<file path="src/rtl/multicycle_controller_pkg.sv">
// Shared opcodes, FSM states and error codes for the multi-cycle controller.
// Used by the controller, its sub-modules and the datapath benches.
package multicycle_controller_pkg;

  localparam logic [2:0] OP_ADD  = 3'b000;
  localparam logic [2:0] OP_SUB  = 3'b001;
  localparam logic [2:0] OP_ADDI = 3'b010;
  localparam logic [2:0] OP_LW   = 3'b011;
  localparam logic [2:0] OP_SW   = 3'b100;
  localparam logic [2:0] OP_BEQZ = 3'b101;
  localparam logic [2:0] OP_RSV  = 3'b110;
  localparam logic [2:0] OP_HALT = 3'b111;

  localparam logic [1:0] ERR_NONE    = 2'b00;
  localparam logic [1:0] ERR_ILLEGAL = 2'b01;
  localparam logic [1:0] ERR_TIMEOUT = 2'b10;

  typedef enum logic [2:0] {
    S_IDLE,
    S_FETCH,
    S_DECODE,
    S_EXEC,
    S_MEM,
    S_WB,
    S_HALT,
    S_ERR
  } state_e;

  function automatic logic uses_imm(input logic [2:0] op);
    return (op == OP_ADDI) || (op == OP_LW) || (op == OP_SW);
  endfunction

endpackage

</file>
<file path="src/rtl/mem_timeout_counter.sv">
// Counts cycles spent waiting on a data-memory ack.
// expired_o is high in the last permitted wait cycle.
module mem_timeout_counter #(
  parameter int MEM_TIMEOUT = 15,
  parameter int TO_W        = 4
) (
  input  logic clk,
  input  logic rst_n,
  input  logic clear_i,
  input  logic enable_i,
  output logic expired_o
);

  logic [TO_W-1:0] cnt_q, cnt_d;

  assign expired_o = (cnt_q == TO_W'(MEM_TIMEOUT - 1));

  always_comb begin
    cnt_d = cnt_q;
    if (clear_i)
      cnt_d = '0;
    else if (enable_i && !expired_o)
      cnt_d = cnt_q + TO_W'(1);
  end

  always_ff @(posedge clk or negedge rst_n) begin
    if (!rst_n) cnt_q <= '0;
    else        cnt_q <= cnt_d;
  end

endmodule

</file>
<file path="src/rtl/multicycle_controller.sv">
// Multi-cycle control FSM: FETCH/DECODE/EXEC/MEM/WB sequencing,
// start/halt handshake, memory req/ack with timeout, retire counter.
module multicycle_controller
  import multicycle_controller_pkg::*;
#(
  parameter int CNT_W       = 16,
  parameter int MEM_TIMEOUT = 15,
  parameter int TO_W        = 4
) (
  input  logic             sysclk,
  input  logic             rst_n,
  input  logic             start,
  input  logic [2:0]       opcode,
  input  logic             zero,
  input  logic             mem_ack,
  output logic             ir_load,
  output logic             pc_en,
  output logic             pc_load,
  output logic             registerwrite,
  output logic             aluop,
  output logic             alusrc,
  output logic             reg2mem,
  output logic             mem_req,
  output logic             memw,
  output logic             busy,
  output logic             halted,
  output logic [1:0]       err_code,
  output logic [CNT_W-1:0] instr_count
);

  state_e           state_q, state_d;
  logic [2:0]       op_q, op_d;
  logic [1:0]       err_q, err_d;
  logic [CNT_W-1:0] cnt_q, cnt_d;
  logic             retire;
  logic             to_expired;

  mem_timeout_counter #(
    .MEM_TIMEOUT (MEM_TIMEOUT),
    .TO_W        (TO_W)
  ) u_to (
    .clk       (sysclk),
    .rst_n     (rst_n),
    .clear_i   (state_q != S_MEM),
    .enable_i  (state_q == S_MEM),
    .expired_o (to_expired)
  );

  always_comb begin
    state_d       = state_q;
    op_d          = op_q;
    err_d         = err_q;
    retire        = 1'b0;
    ir_load       = 1'b0;
    pc_en         = 1'b0;
    pc_load       = 1'b0;
    registerwrite = 1'b0;
    aluop         = 1'b0;
    alusrc        = 1'b0;
    reg2mem       = 1'b0;
    mem_req       = 1'b0;
    memw          = 1'b0;
    halted        = 1'b0;
    unique case (state_q)
      S_IDLE: begin
        if (start) state_d = S_FETCH;
      end
      S_FETCH: begin
        ir_load = 1'b1;
        pc_en   = 1'b1;
        state_d = S_DECODE;
      end
      S_DECODE: begin
        op_d = opcode;
        unique case (1'b1)
          (opcode == OP_HALT): begin
            state_d = S_HALT;
            retire  = 1'b1;
          end
          (opcode == OP_RSV): begin
            state_d = S_ERR;
            err_d   = ERR_ILLEGAL;
          end
          default: state_d = S_EXEC;
        endcase
      end
      S_EXEC: begin
        aluop  = (op_q == OP_SUB) || (op_q == OP_BEQZ);
        alusrc = uses_imm(op_q);
        unique case (1'b1)
          (op_q == OP_LW),
          (op_q == OP_SW): state_d = S_MEM;
          (op_q == OP_BEQZ): begin
            pc_load = zero;
            state_d = S_FETCH;
            retire  = 1'b1;
          end
          default: state_d = S_WB;
        endcase
      end
      S_MEM: begin
        mem_req = 1'b1;
        memw    = (op_q == OP_SW);
        alusrc  = 1'b1;
        if (mem_ack) begin
          if (op_q == OP_LW) begin
            state_d = S_WB;
          end else begin
            state_d = S_FETCH;
            retire  = 1'b1;
          end
        end else if (to_expired) begin
          state_d = S_ERR;
          err_d   = ERR_TIMEOUT;
        end
      end
      S_WB: begin
        registerwrite = 1'b1;
        reg2mem       = (op_q == OP_LW);
        aluop         = (op_q == OP_SUB);
        alusrc        = uses_imm(op_q);
        state_d       = S_FETCH;
        retire        = 1'b1;
      end
      S_HALT: halted = 1'b1;
      S_ERR: ;
    endcase
  end

  // Retire counter saturates instead of wrapping.
  always_comb begin
    cnt_d = cnt_q;
    if (retire && (cnt_q != '1))
      cnt_d = cnt_q + CNT_W'(1);
  end

  assign busy = (state_q != S_IDLE) && (state_q != S_HALT) &&
                (state_q != S_ERR);
  assign err_code    = err_q;
  assign instr_count = cnt_q;

  always_ff @(posedge sysclk or negedge rst_n) begin
    if (!rst_n) begin
      state_q <= S_IDLE;
      op_q    <= 3'b000;
      err_q   <= ERR_NONE;
      cnt_q   <= '0;
    end else begin
      state_q <= state_d;
      op_q    <= op_d;
      err_q   <= err_d;
      cnt_q   <= cnt_d;
    end
  end

endmodule
</file>
<file path="config.mk">
export PLATFORM = sky130hd
export DESIGN_NAME = multicycle_controller
export DESIGN_NICKNAME = d
export VERILOG_FILES = /design/src/rtl/multicycle_controller_pkg.sv /design/src/rtl/mem_timeout_counter.sv /design/src/rtl/multicycle_controller.sv
export SDC_FILE = /design/constraint.sdc
export NUM_CORES = 1
export LEC_CHECK = 0
export BUFFER_PORTS_ARGS = -buffer_cell sky130_fd_sc_hd__buf_4
export CAP_MARGIN = 5
export CORE_ASPECT_RATIO = 0.75
export CORE_UTILIZATION = 45
export CTS_CLUSTER_SIZE = 16
export DETAILED_ROUTE_END_ITERATION = 10
export HOLD_SLACK_MARGIN = 0.1
export PLACE_DENSITY = 0.78
export REMOVE_ABC_BUFFERS = 1
export SYNTH_ARGS = -nofsm -noshare
export SYNTH_HDL_FRONTEND = slang
export SYNTH_SLANG_ARGS = --single-unit
</file>
<file path="constraint.sdc">
create_clock -name sysclk -period 2.4 [get_ports sysclk]
set_clock_uncertainty 0.2 [all_clocks]
set_input_delay 0.24 -clock sysclk [delete_from_list [all_inputs] [get_ports sysclk]]
set_output_delay 0.24 -clock sysclk [all_outputs]
set_load 0.005 [all_outputs]
</file>
==> results.txt, run 1 <==
* Post-CTS setup buffers: 0
- Number of instances in the synthesized netlist: 163
* Cells traversed along the worst timing path: nor3b_2, and3_1, a221oi_2, buf_12, nor4b_1, mux2_2
- Sequential cell area fraction in the yosys report: 0.438
- The HPWL after detailed placement is between 2000 and 3000 um.
* Required time of the critical path: 2360 ps
- Data arrival, critical path: about 2200 ps
- The most used flip-flop cell after synthesis is sky130_fd_sc_hd__dfrtp_1.
* Fraction of power spent switching nets: 0.198
* Die area: 3800 um^2
- Type of destination of the critical path: register
- Clock H-tree levels: 1
- In the finished design, the share of the clock period the worst path needs comes to 0.925.
- Master of the slowest instance on the critical path: sky130_fd_sc_hd__dfrtp_1
* Total congestion overflow: 0
- The initial antenna violation count came to 0.
- For this block, the via count after detailed routing is 1447.
- Length of the first detailed-routing pass in iterations: 6
- Warnings, synthesis: 0
- Slew margin rel.: 0.521
- Mean instance size in the synthesized netlist: 9.82 um^2
* Peak ir drop on the vdd network: 286 uV
- Initial Utilization: 0.480
- DRC violations left: 0
- Post-DR vias/cell: 5.83
- In this run the power density over the cells is 368 nW/um^2.
- The worst path needs 2220 ps of the cycle, external delays included.
- In the final routed layout, each cell accounts on average for roughly 15 um.
- Counting flops with an async set or reset pin after synthesis yields a share of 1.00.
- Status: finished clean
* Switching power summed over all nets: around 0.00015 W
* TritonCTS Buffers: 3
- On the worst path, the slowest cell contributes a delay of between 400 and 500 ps.
- Synthesis-stage register bit count: 28
- DRC violation total after the first TritonRoute iteration: 95
- Endpoints failing setup: 0
* CTS tree: done
- In this run the horizontal extent of the chip is between 70 and 80 um.
* RSZ-0062 raised after global routing: false
- For the final routed database, the setup TNS stands at 0 ps.
* Cell Area, Synth: 1600 um^2
- Port buffering added 36 buffers.
- Layout cells sized above 1: 0.269
- The repair_antennas step left the layout with diodes totalling 0.
- The tree built by TritonCTS fans out to 28 sinks.
- Core footprint: 3330 um^2
- Max-cap violations in this run came to 0.
- Number of hold-slack violations in the final timing report: 0
- Worst path setup slack after routing: 179 ps
- The tightest min-delay check is of the primary input to asynchronous set/reset pin type.
* Clock root buffer: sky130_fd_sc_hd__clkbuf_8
- Top-level port count: 37
- Sequential group share of total power: 0.632
- Global-route wire length before repair: 6240 um
- In this run the vertical extent of the chip is 53.6 um.
- The netlist uses 44 different library cells.
* Fin util: 0.610
* Element type at the critical path start: register
- Transition at the pin with the smallest max-transition slack: 709 ps
- The worst setup path is of the register to register kind.
- The detail route stage leaves a number of antenna-violating nets equal to 0.
* Clock power share: 0.326
- Yosys mapped a number of flops with a built-in enable equal to 0.
- Clock-pin slew of the registers on the worst-case setup and hold paths: 90 ps
- Entering global routing, the biggest net connects 29 pins.
* Fin. max-slew vios: 0
* F_max: 450 MHz
* Fin nets: 222
- Worst slack at placement: 181 ps
- The routed design has around 3700 um of wire.
- Routability-driven placement finished with a final weighted congestion of 1.02.
- Vias in the first global route: 1356
- Int Power: approximately 0.00060 W
* Buffers from clock root to sink, at most: 2
- Number of rows in the core area: 18
- Relative to the synthesized area, the layout overhead comes to 27.1%.
* Clock insertion delay at the later pin of the skew report: 270 ps
- Of all nets on the critical path, the largest fanout is 15.
* Static Leak: 0.981 nW
- In the global route stage, overall resource usage came out at 0.215.
- The share of total power dissipated in combinational logic is 0.042.
-- stage by stage --
step                std cells  area (um^2)  power [W]  hold slack (ps)
floorplan                 157         1560   0.000485             -256
global placement          240         1940   0.000507            -26.6
detailed placement        240         1940   0.000508            -22.4
CTS                       248         2030   0.000760              219
global route              248         2030   0.000790              248
finish                    248         2030   0.000748              214
-- worst max-delay path, delay by kind of cell (launching register included) --
family	cells	cell delay [ps]
buf+inv	1	150
flops	1	480
compound gates	1	100
mux	1	370
simple gates	3	790
-- logic make-up after synthesis --
group / after synthesis / share of synthesized area
compound gates: 20 / 0.0883
buf+inv: 12 / 0.0422
mux: 6 / 0.0422
xor+xnor: 15 / 0.0821
fa+ha+maj: 4 / 0.0313
flops: 28 / 0.438
simple gates: 78 / 0.276
-- power by group through the flow --
stage | Combinational, W | Sequential (W) | Clock, W
after floorplan | 0.00000295 | 0.000482 | 0
after detailed placement | 0.0000256 | 0.000482 | 0
after CTS | 0.0000321 | 0.000473 | 0.000255
after global routing | 0.0000353 | 0.000473 | 0.000281
final | 0.0000316 | 0.000473 | 0.000243
after global placement | 0.0000251 | 0.000482 | 0
-- repair_timing --
item | 4_1_cts | 5_1_grt
endpoints found under the hold margin | 34 | 0
resized for setup | 0 | 0
hold buffers | 5 | 0
-- placed cells by master (no fill, tap or decap), types with 2 or more instances in the layout --
cell and n:
sky130_fd_sc_hd__nand2_1 10, sky130_fd_sc_hd__o21ai_0 4, sky130_fd_sc_hd__a21o_1 2, sky130_fd_sc_hd__ha_1 4, sky130_fd_sc_hd__xor2_1 10, sky130_fd_sc_hd__nand3_1 9
sky130_fd_sc_hd__nor4_1 5, sky130_fd_sc_hd__clkbuf_8 3, sky130_fd_sc_hd__and3_1 3, sky130_fd_sc_hd__nand2b_1 4, sky130_fd_sc_hd__and3b_1 3, sky130_fd_sc_hd__a21oi_1 3
sky130_fd_sc_hd__mux2_2 5, sky130_fd_sc_hd__dfrtp_1 28, sky130_fd_sc_hd__inv_1 5, sky130_fd_sc_hd__a211oi_1 2, sky130_fd_sc_hd__buf_4 42, sky130_fd_sc_hd__nor3b_1 3
sky130_fd_sc_hd__nor2_1 12, sky130_fd_sc_hd__nand3b_1 5, sky130_fd_sc_hd__nor3_1 10, sky130_fd_sc_hd__nor4b_1 2, sky130_fd_sc_hd__dlygate4sd3_1 5, sky130_fd_sc_hd__nand4_1 5
sky130_fd_sc_hd__xnor2_1 5
-- routing by layer --
layer / share of wire / global-route usage / up-vias
met3: 0.066 / 0.0562 / 12
met2: 0.48 / 0.364 / 71
met5: 0 / 0 / -
met4: 0.027 / 0.0867 / 0
met1: 0.43 / 0.269 / 685
li1: - / - / 679
-- cells in the mapped netlist, drive strengths merged, types with 2 or more instances --
master | count | area share
xnor2 | 5 | 0.027
and3 | 3 | 0.012
nand2 | 10 | 0.023
nor4 | 5 | 0.020
xor2 | 10 | 0.055
nor3 | 10 | 0.031
a211oi | 2 | 0.0094
dfrtp | 28 | 0.44
o21ai | 5 | 0.016
nand4 | 5 | 0.020
nor3b | 4 | 0.022
nor2 | 12 | 0.028
nand2b | 4 | 0.016
nand3b | 5 | 0.023
a21oi | 3 | 0.0094
ha | 4 | 0.031
nand3 | 9 | 0.028
or2 | 2 | 0.0078
inv | 5 | 0.012
mux2 | 6 | 0.042
buf | 5 | 0.025
and3b | 3 | 0.016
nor4b | 2 | 0.011
a21o | 2 | 0.0094
-- flip-flops by register name, indices dropped and copies added (netlist names) --
register,flops
state_q,3
err_code,2
op_q,3
instr_count,16
u_to.cnt_q,4
-- worst paths after layout --
| path | startpoint | depth (start not counted) | slack [ps] | to |
|---|---|---|---|---|
| min | rst_n | 2 | 210 | instr_count[10]$_DFFE_PN0P_ |
| min in group sysclk | start | 4 | 300 | state_q[0]$_DFFE_PN0P_ |
| max in group asynchronous | rst_n | 2 | 1520 | op_q[2]$_DFFE_PN0P_ |
| max reg2reg | state_q[2]$_DFFE_PN0P_ | 6 | 180 | instr_count[12]$_DFFE_PN0P_ |
| max | state_q[2]$_DFFE_PN0P_ | 6 | 180 | instr_count[12]$_DFFE_PN0P_ |
| min reg2reg | err_code[1]$_DFFE_PN0P_ | 2 | 330 | err_code[1]$_DFFE_PN0P_ |
-- cell type report --
cell class / instances / area [um^2]
flip-flops and latches: 28 / 701
multi-input cells: 123 / 832
repair buffers: 48 / 385
fillers: 263 / 1300
inverters: 6 / 23.8
well taps: 40 / 50.0
clock buffers: 3 / 41.3
Power figures use the tool's default switching activity.
==> inputs of run 2 (changes only) <==
==> constraint.sdc (replaced) <==
create_clock -name sysclk -period 2.4 [get_ports sysclk]
set_clock_uncertainty 0.2 [all_clocks]
set_input_delay 0.48 -clock sysclk [delete_from_list [all_inputs] [get_ports sysclk]]
set_output_delay 0.48 -clock sysclk [all_outputs]
set_load 0.005 [all_outputs]
==> run 2 against run 1 <==
Sequential cell count is the same; die area is the same; via count shrank 1.3%; worst hold slack gained 21 ps; first-iteration DRC count grew 38%; register-to-register slack is essentially flat; power shrank 0.38%; sequential share of layout area grew 0.69 points; count of clock-buffer cells in the layout is the same; final area shrank 2.0%; non-clock buffer count shrank 4; largest power group unchanged; highest routed layer unchanged.
==> results.txt, run 2 (same netlist as run 1, synthesis figures left out) <==
* Launch point of the worst reg-to-reg path: state_q[1]$_DFFE_PN0P_
- Hold path startpoint: mem_ack
- The worst setup path is launched from a register.
- The core footprint came to 3330 um^2 (unchanged).
- Die area: 3800 um^2 (unchanged)
- The starting density of the core is 0.480 (unchanged).
* Most Frequent Cell on Critical Path: sky130_fd_sc_hd__buf_4
- Fin nets: 218 (-1.8%)
* Max Cap Violations: 0 (unchanged)
- The detailed router's first-iteration violation count was 131 (+38%).
- The number of CTS-inserted buffers is 3 (unchanged).
- Static Leak: 0.964 nW (-1.7%)
- Number of hold-slack violations in the final timing report: 0 (unchanged)
- The final HPWL from detailed placement was 2840 um (unchanged).
* Transition at the pin with the smallest max-transition slack: 688 ps (-20.6 ps)
- The hold buffer count at cts was 1 (-4).
- In this run the clock root is driven by a sky130_fd_sc_hd__clkbuf_8.
- The largest stage delay on the critical path was 460 ps (-20 ps).
- Top-level port count: 37 (unchanged)
- The setup-violating endpoint count in the final report was 0 (unchanged).
- The switching share of total power is 0.200 (+0.00243).
* Post-CTS setup buffers: 0 (unchanged)
* Clock H-tree levels: 1 (unchanged)
* Number of buffer and inverter stages on the critical path: 2 (+1)
* Int Power: 0.000596 W (-0.69%)
- The via count normalized by instance count is 5.85 (+0.30%).
- DRC violations left: 0 (unchanged)
* GR Util All Layers: 0.211 (-0.00378)
* Chip width: 70.9 um (unchanged)
- The switching power total was 0.000149 W (+0.84%).
- The initial antenna violation count is 0 (unchanged).
- The required time at the endpoint of the critical path was 1720 ps (-640 ps).
* Hold Crit Class: primary input to register
- Resize count post-CTS: 0 (unchanged)
- Total congestion overflow: 0 (unchanged)
- The post-detailed-route wirelength per cell was 15.0 um (-0.13%).
- Power per cell area: 374 nW/um^2 (+1.6%)
- The via count was 1428 (-1.3%).
- The detailed-route wire length was 3660 um (-1.7%).
- The combinational fraction of design power came to 0.035 (-0.007).
* Flip-flop count of the largest register, all copies and words added: 16 (unchanged)
- F_max: 439 MHz (-2.6%)
* Length of the first detailed-routing pass in iterations: 7 (+1)
- The y dimension of the die came to 53.6 um (unchanged).
- Final period utilization: 0.950 (+0.0244)
- The number of global-route vias before repair was 1348 (-0.59%).
* Count of buffers from port buffering: 36 (unchanged)
- The worst setup path is of the register to output pin kind.
- The clock network fraction of total power was 0.330 (+0.004).
- The post-route non-filler standard cell count is 244 (-1.6%).
- Master of the slowest instance on the critical path: sky130_fd_sc_hd__dfrtp_1
- The worst hold path terminates at state_q[1]$_DFFE_PN0P_.
* Layout cells sized above 1: 0.275 (+0.00528)
- RSZ-0062 raised after global routing: false
- On the critical path the largest part of the delay comes from simple AND/OR/NAND/NOR gates.
- The flow ran to the end, and the final reports show no timing, DRC or antenna violations.
* Min cycle time layout: 2280 ps (+58.5 ps)
- Antenna fix cells: 0 (unchanged)
* Worst R2R Path Depth: 7 (+1)
* Leading cell types in the layout, fill and taps excluded: 42 x sky130_fd_sc_hd__buf_4, 28 x sky130_fd_sc_hd__dfrtp_1, 12 x sky130_fd_sc_hd__nor2_1
- The library cell used most frequently in the layout, excluding fill and tap cells, is sky130_fd_sc_hd__buf_4.
- Placed Instances: 240 (unchanged)
- CTS tree: done
* Number of rows in the core area: 18 (unchanged)
- The remaining number of nets flagged by the antenna check after routing is 0 (unchanged).
* Hold Path Stages: 2
- Peak ir drop on the vdd network: 285 uV (-0.17%)
* Routability Congestion: 1.02 (unchanged)
- The logic depth of the worst path, buffers included was 5 (-1).
* TNS Setup: 0 ps (unchanged)
- The arrival time of the worst setup path was 1600 ps (-580 ps).
* R2R Setup Slk: 170 ps (about the same)
* Type of destination of the critical path: output pin
- The number of sinks driven by the clock tree is 28 (unchanged).
- Cells traversed along the worst timing path: nand2b_1, or2_1, buf_4, nor2_1, buf_4
- The maximum number of pins on one net before global-route repair is 29 (unchanged).
* Sequential group share of total power: 0.635 (+0.003)
- The post-CTS clock slew at the launch and capture registers of the worst setup and hold paths was 80 ps (about the same).
- The wire length of the first global-routing pass came to 6150 um (-1.6%).
- The worst register-to-register path ends at instr_count[12]$_DFFE_PN0P_.
- Clock insertion delay at the later pin of the skew report: 270 ps (about the same)
- The final max-slew violation count was 0 (unchanged).
* Buffers from clock root to sink, at most: 2 (unchanged)
- Crit-path max FO: 8 (-7)
* Area growth from synthesis to final layout: 24.6%
* Slew margin rel.: 0.535 (+0.0139)
-- run 2: cell count changes in the layout (fill, tap and decap cells not counted), sizes merged --
cell         delta
dlygate4sd3     -4
-- run 2: routing by layer --
metal / vias up / wire, um / track usage / share of wire
li1: 672 / - / - / -
met1: 695 / 1620 / 0.269 / 0.44
met2: 55 / 1790 / 0.364 / 0.49
met3: 6 / 204 / 0.0524 / 0.056
met4: 0 / 48 / 0.0633 / 0.013
met5: - / 0 / 0 / 0
-- run 2: final cells by class --
cell class,count,area [um^2]
clock buffers,3,41.3
fillers,271,1340
inverters,6,23.8
multi-input cells,123,832
flip-flops and latches,28,701
well taps,40,50.0
repair buffers,44,345
-- run 2: power groups by stage --
stage               Clock (W)  Combinational, W  Sequential (W)
floorplan                   0        0.00000295        0.000482
global placement            0         0.0000251        0.000482
detailed placement          0         0.0000256        0.000482
CTS                  0.000255         0.0000269        0.000473
global route         0.000281         0.0000297        0.000473
finish               0.000246         0.0000261        0.000473
-- run 2: through the flow --
step | power [W] | util | setup slack [ps] | area (um^2) | hold slack [ps]
3_5_place_dp | 0.000508 | 0.583 | 181 | 1940 | 218
2_1_floorplan | 0.000485 | - | -90.6 | 1560 | -15.6
5_1_grt | 0.000784 | 0.598 | 24.6 | 1990 | 233
6_report | 0.000745 | 0.598 | 121 | 1990 | 235
4_1_cts | 0.000755 | 0.598 | 129 | 1990 | 231
3_3_place_gp | 0.000507 | 0.583 | 280 | 1940 | 213
-- run 2: worst max path at each step --
stage | start | to | slack (ps)
floorplan | state_q[1]$_DFFE_PN0P_ | instr_count[1]$_DFFE_PN0P_ | -90
global placement | state_q[1]$_DFFE_PN0P_ | instr_count[12]$_DFFE_PN0P_ | 280
detailed placement | state_q[1]$_DFFE_PN0P_ | instr_count[12]$_DFFE_PN0P_ | 180
CTS | state_q[2]$_DFFE_PN0P_ | memw | 130
global route | op_q[1]$_DFFE_PN0P_ | alusrc | 20
finish | state_q[1]$_DFFE_PN0P_ | memw | 120
==> inputs of run 3 (changes only) <==
- ABC_CLOCK_PERIOD_IN_PS: not set -> 2400
- CORE_UTILIZATION: 45 -> 53
- PLACE_DENSITY: 0.78 -> 0.88
==> run 3 against run 2 <==
Global-route usage increased by 5.0 points; via count increased by 1.9%; sequential share of layout area increased by 0.15 points; largest power group unchanged; highest routed layer unchanged.
==> results.txt, run 3 (same netlist as run 1, synthesis figures left out) <==
- Layout cells sized above 1: 0.281 (+0.00628)
- The number of maximum-capacitance constraint violations is 0 (unchanged).
- Min cycle time layout: 2330 ps (+46.5 ps)
* R2R Setup Slk: 70 ps (-100 ps)
- Element type at the critical path start: register
* Number of buffer and inverter stages on the critical path: 2 (unchanged)
- The post-CTS clock slew at the launch and capture registers of the worst setup and hold paths came to 100 ps (+20 ps).
- Maximum number of pins on one net before global-route repair: 29 (unchanged)
* Status: finished clean
- Final period utilization: 0.969 (+0.0194)
- Flip-flop count of the largest register, all copies and words added: 16 (unchanged)
* Biggest cell delay along the critical path: 470 ps (about the same)
* Type of destination of the critical path: register
- TritonCTS built the clock tree.
- Number of rows in the core area: 16 (-2)
- The later-pin clock latency in the skew report was 280 ps (about the same).
- Clock H-tree levels: 1 (unchanged)
- Fin nets: 216 (-0.92%)
- The initial antenna violation count is 0 (unchanged).
* TNS Setup: 0 ps (unchanged)
- The wire length of the first global-routing pass was 6490 um (+5.5%).
- The final hold violation count is 0 (unchanged).
* Clock root buffer: sky130_fd_sc_hd__clkbuf_8
* Cell family with most CP delay: simple AND/OR/NAND/NOR gates
- The required time at the endpoint of the critical path came to 2370 ps (+650 ps).
- The arrival time of the worst setup path is 2300 ps (+700 ps).
- The post-detailed-placement cell area came to 1910 um^2 (-1.7%).
* Antenna fix cells: 0 (unchanged)
- DRC violations left: 0 (unchanged)
- The final HPWL from detailed placement was 2960 um (+4.2%).
- Number of standard cells in the final layout excluding fillers: 239 (-2.0%)
- The post-CTS setup repair buffer count is 0 (unchanged).
* Initial Utilization: 0.583 (+0.103)
- RSZ-0062 raised after global routing: false
- The number of global-route vias before repair came to 1362 (+1.0%).
* DRC violation total after the first TritonRoute iteration: 89 (-32%)
- TritonCTS Buffers: 3 (unchanged)
- The final max-slew violation count is 0 (unchanged).
- Area growth from synthesis to final layout: 24.2%
* Vias: 1455 (+1.9%)
- The core footprint came to 2740 um^2 (-18%).
- Top-level port count: 37 (unchanged)
* Type of the worst setup path: register to register
- The first-pass iteration count of the detailed router came to 4 (-3).
- Transition at the pin with the smallest max-transition slack: 659 ps (-30.0 ps)
* GR Util All Layers: 0.262 (+0.0503)
* Most frequent standard cell in the layout excluding fill and tap cells: sky130_fd_sc_hd__buf_4
* Post-DR vias/cell: 6.09 (+4.0%)
* Slew margin rel.: 0.555 (+0.0202)
- F_max: 430 MHz (-2.0%)
- The min-delay analysis places its worst path in the category primary input to register.
- Crit-path max FO: 15 (+7)
- The setup-violating endpoint count in the final report was 0 (unchanged).
- Power per cell area: 398 nW/um^2 (+6.4%)
* Final wirelength: 3940 um (+7.6%)
- The placed instance count is 234 (-2.5%).
* Buffers from clock root to sink, at most: 2 (unchanged)
- The y dimension of the die is 49.6 um (-7.6%).
- Layout Cell Area excl Fill: 1990 um^2 (-0.25%)
- The signal on the critical path passes through nand2b_1, or2_1, clkinv_2, a221oi_2, buf_4, nor4b_2, mux2_2.
- Leading cell types in the layout, fill and taps excluded: 41 x sky130_fd_sc_hd__buf_4, 27 x sky130_fd_sc_hd__dfrtp_1, 12 x sky130_fd_sc_hd__nor2_1
- The remaining number of nets flagged by the antenna check after routing came to 0 (unchanged).
- Peak ir drop on the vdd network: 443 uV (+55%)
* Static Leak: 0.954 nW (-0.98%)
- The post-detailed-route wirelength per cell is 16.5 um (+9.8%).
- Master of the slowest instance on the critical path: sky130_fd_sc_hd__dfrtp_1
- The die extent in x was 65.5 um (-7.6%).
* Number of clock sinks: 28 (unchanged)
- The placer's final routability congestion estimate was 0.858 (-16%).
- Total congestion overflow: 0 (unchanged)
- The total die area is 3250 um^2 (-15%).
* Count of buffers from port buffering: 36 (unchanged)
[run 3: worst register-to-register path: stages (launching register included)]
cell                       delay (ps)
sky130_fd_sc_hd__dfrtp_1          470
sky130_fd_sc_hd__nand2b_1         220
sky130_fd_sc_hd__or2_1            260
sky130_fd_sc_hd__clkinv_2          80
sky130_fd_sc_hd__a221oi_2          60
sky130_fd_sc_hd__buf_4            200
sky130_fd_sc_hd__nor4b_2          360
sky130_fd_sc_hd__mux2_2           380
[run 3: final cells by class]
cell class	instances	area, um^2
clock buffers	4	55.1
fillers	193	754
inverters	6	23.8
multi-input cells	123	845
flip-flops and latches	28	702
well taps	36	45.0
repair buffers	42	318
[run 3: report_power, final]
group,switching (W),leakage (nW),internal (W)
Combinational,0.0000158,0.563,0.0000111
Sequential,0.000000483,0.363,0.000472
Clock,0.000144,0.0288,0.000147
[run 3: metrics by stage]
stage               utilization  hold slack (ps)  power [W]  worst slack, ps
floorplan                     -            -15.6   0.000485            -90.6
global placement          0.696              209   0.000507              219
detailed placement        0.696              216   0.000508              104
CTS                       0.722              215   0.000796             88.2
global route              0.725              212   0.000816             11.4
finish                    0.725              216   0.000790             74.5
[run 3: path summary, 6_finish.rpt]
| path | startpoint | to | depth (start not counted) |
|---|---|---|---|
| setup / recovery | state_q[1]$_DFFE_PN0P_ | instr_count[12]$_DFFE_PN0P_ | 7 |
| hold / removal | mem_ack | state_q[1]$_DFFE_PN0P_ | 2 |
| setup reg to reg | state_q[1]$_DFFE_PN0P_ | instr_count[12]$_DFFE_PN0P_ | 7 |
| hold reg to reg | err_code[1]$_DFFE_PN0P_ | err_code[1]$_DFFE_PN0P_ | 2 |
| max in group asynchronous | rst_n | state_q[0]$_DFFE_PN0P_ | 2 |
| min in group asynchronous | rst_n | u_to.cnt_q[1]$_DFFE_PN0P_ | 2 |
[run 3: what timing repair did]
item	in CTS	in global routing
endpoints found under the hold margin	28	0
hold buffers	1	0
endpoints found under the setup margin	1	2
resized for setup	1	2
[run 3: per-layer routing]
layer	routed length [um]	vias up	GRT usage
li1	-	671	-
met1	1650	719	0.338
met5	0	-	0
met3	259	6	0.0556
met4	38	0	0.0616
met2	1990	59	0.447
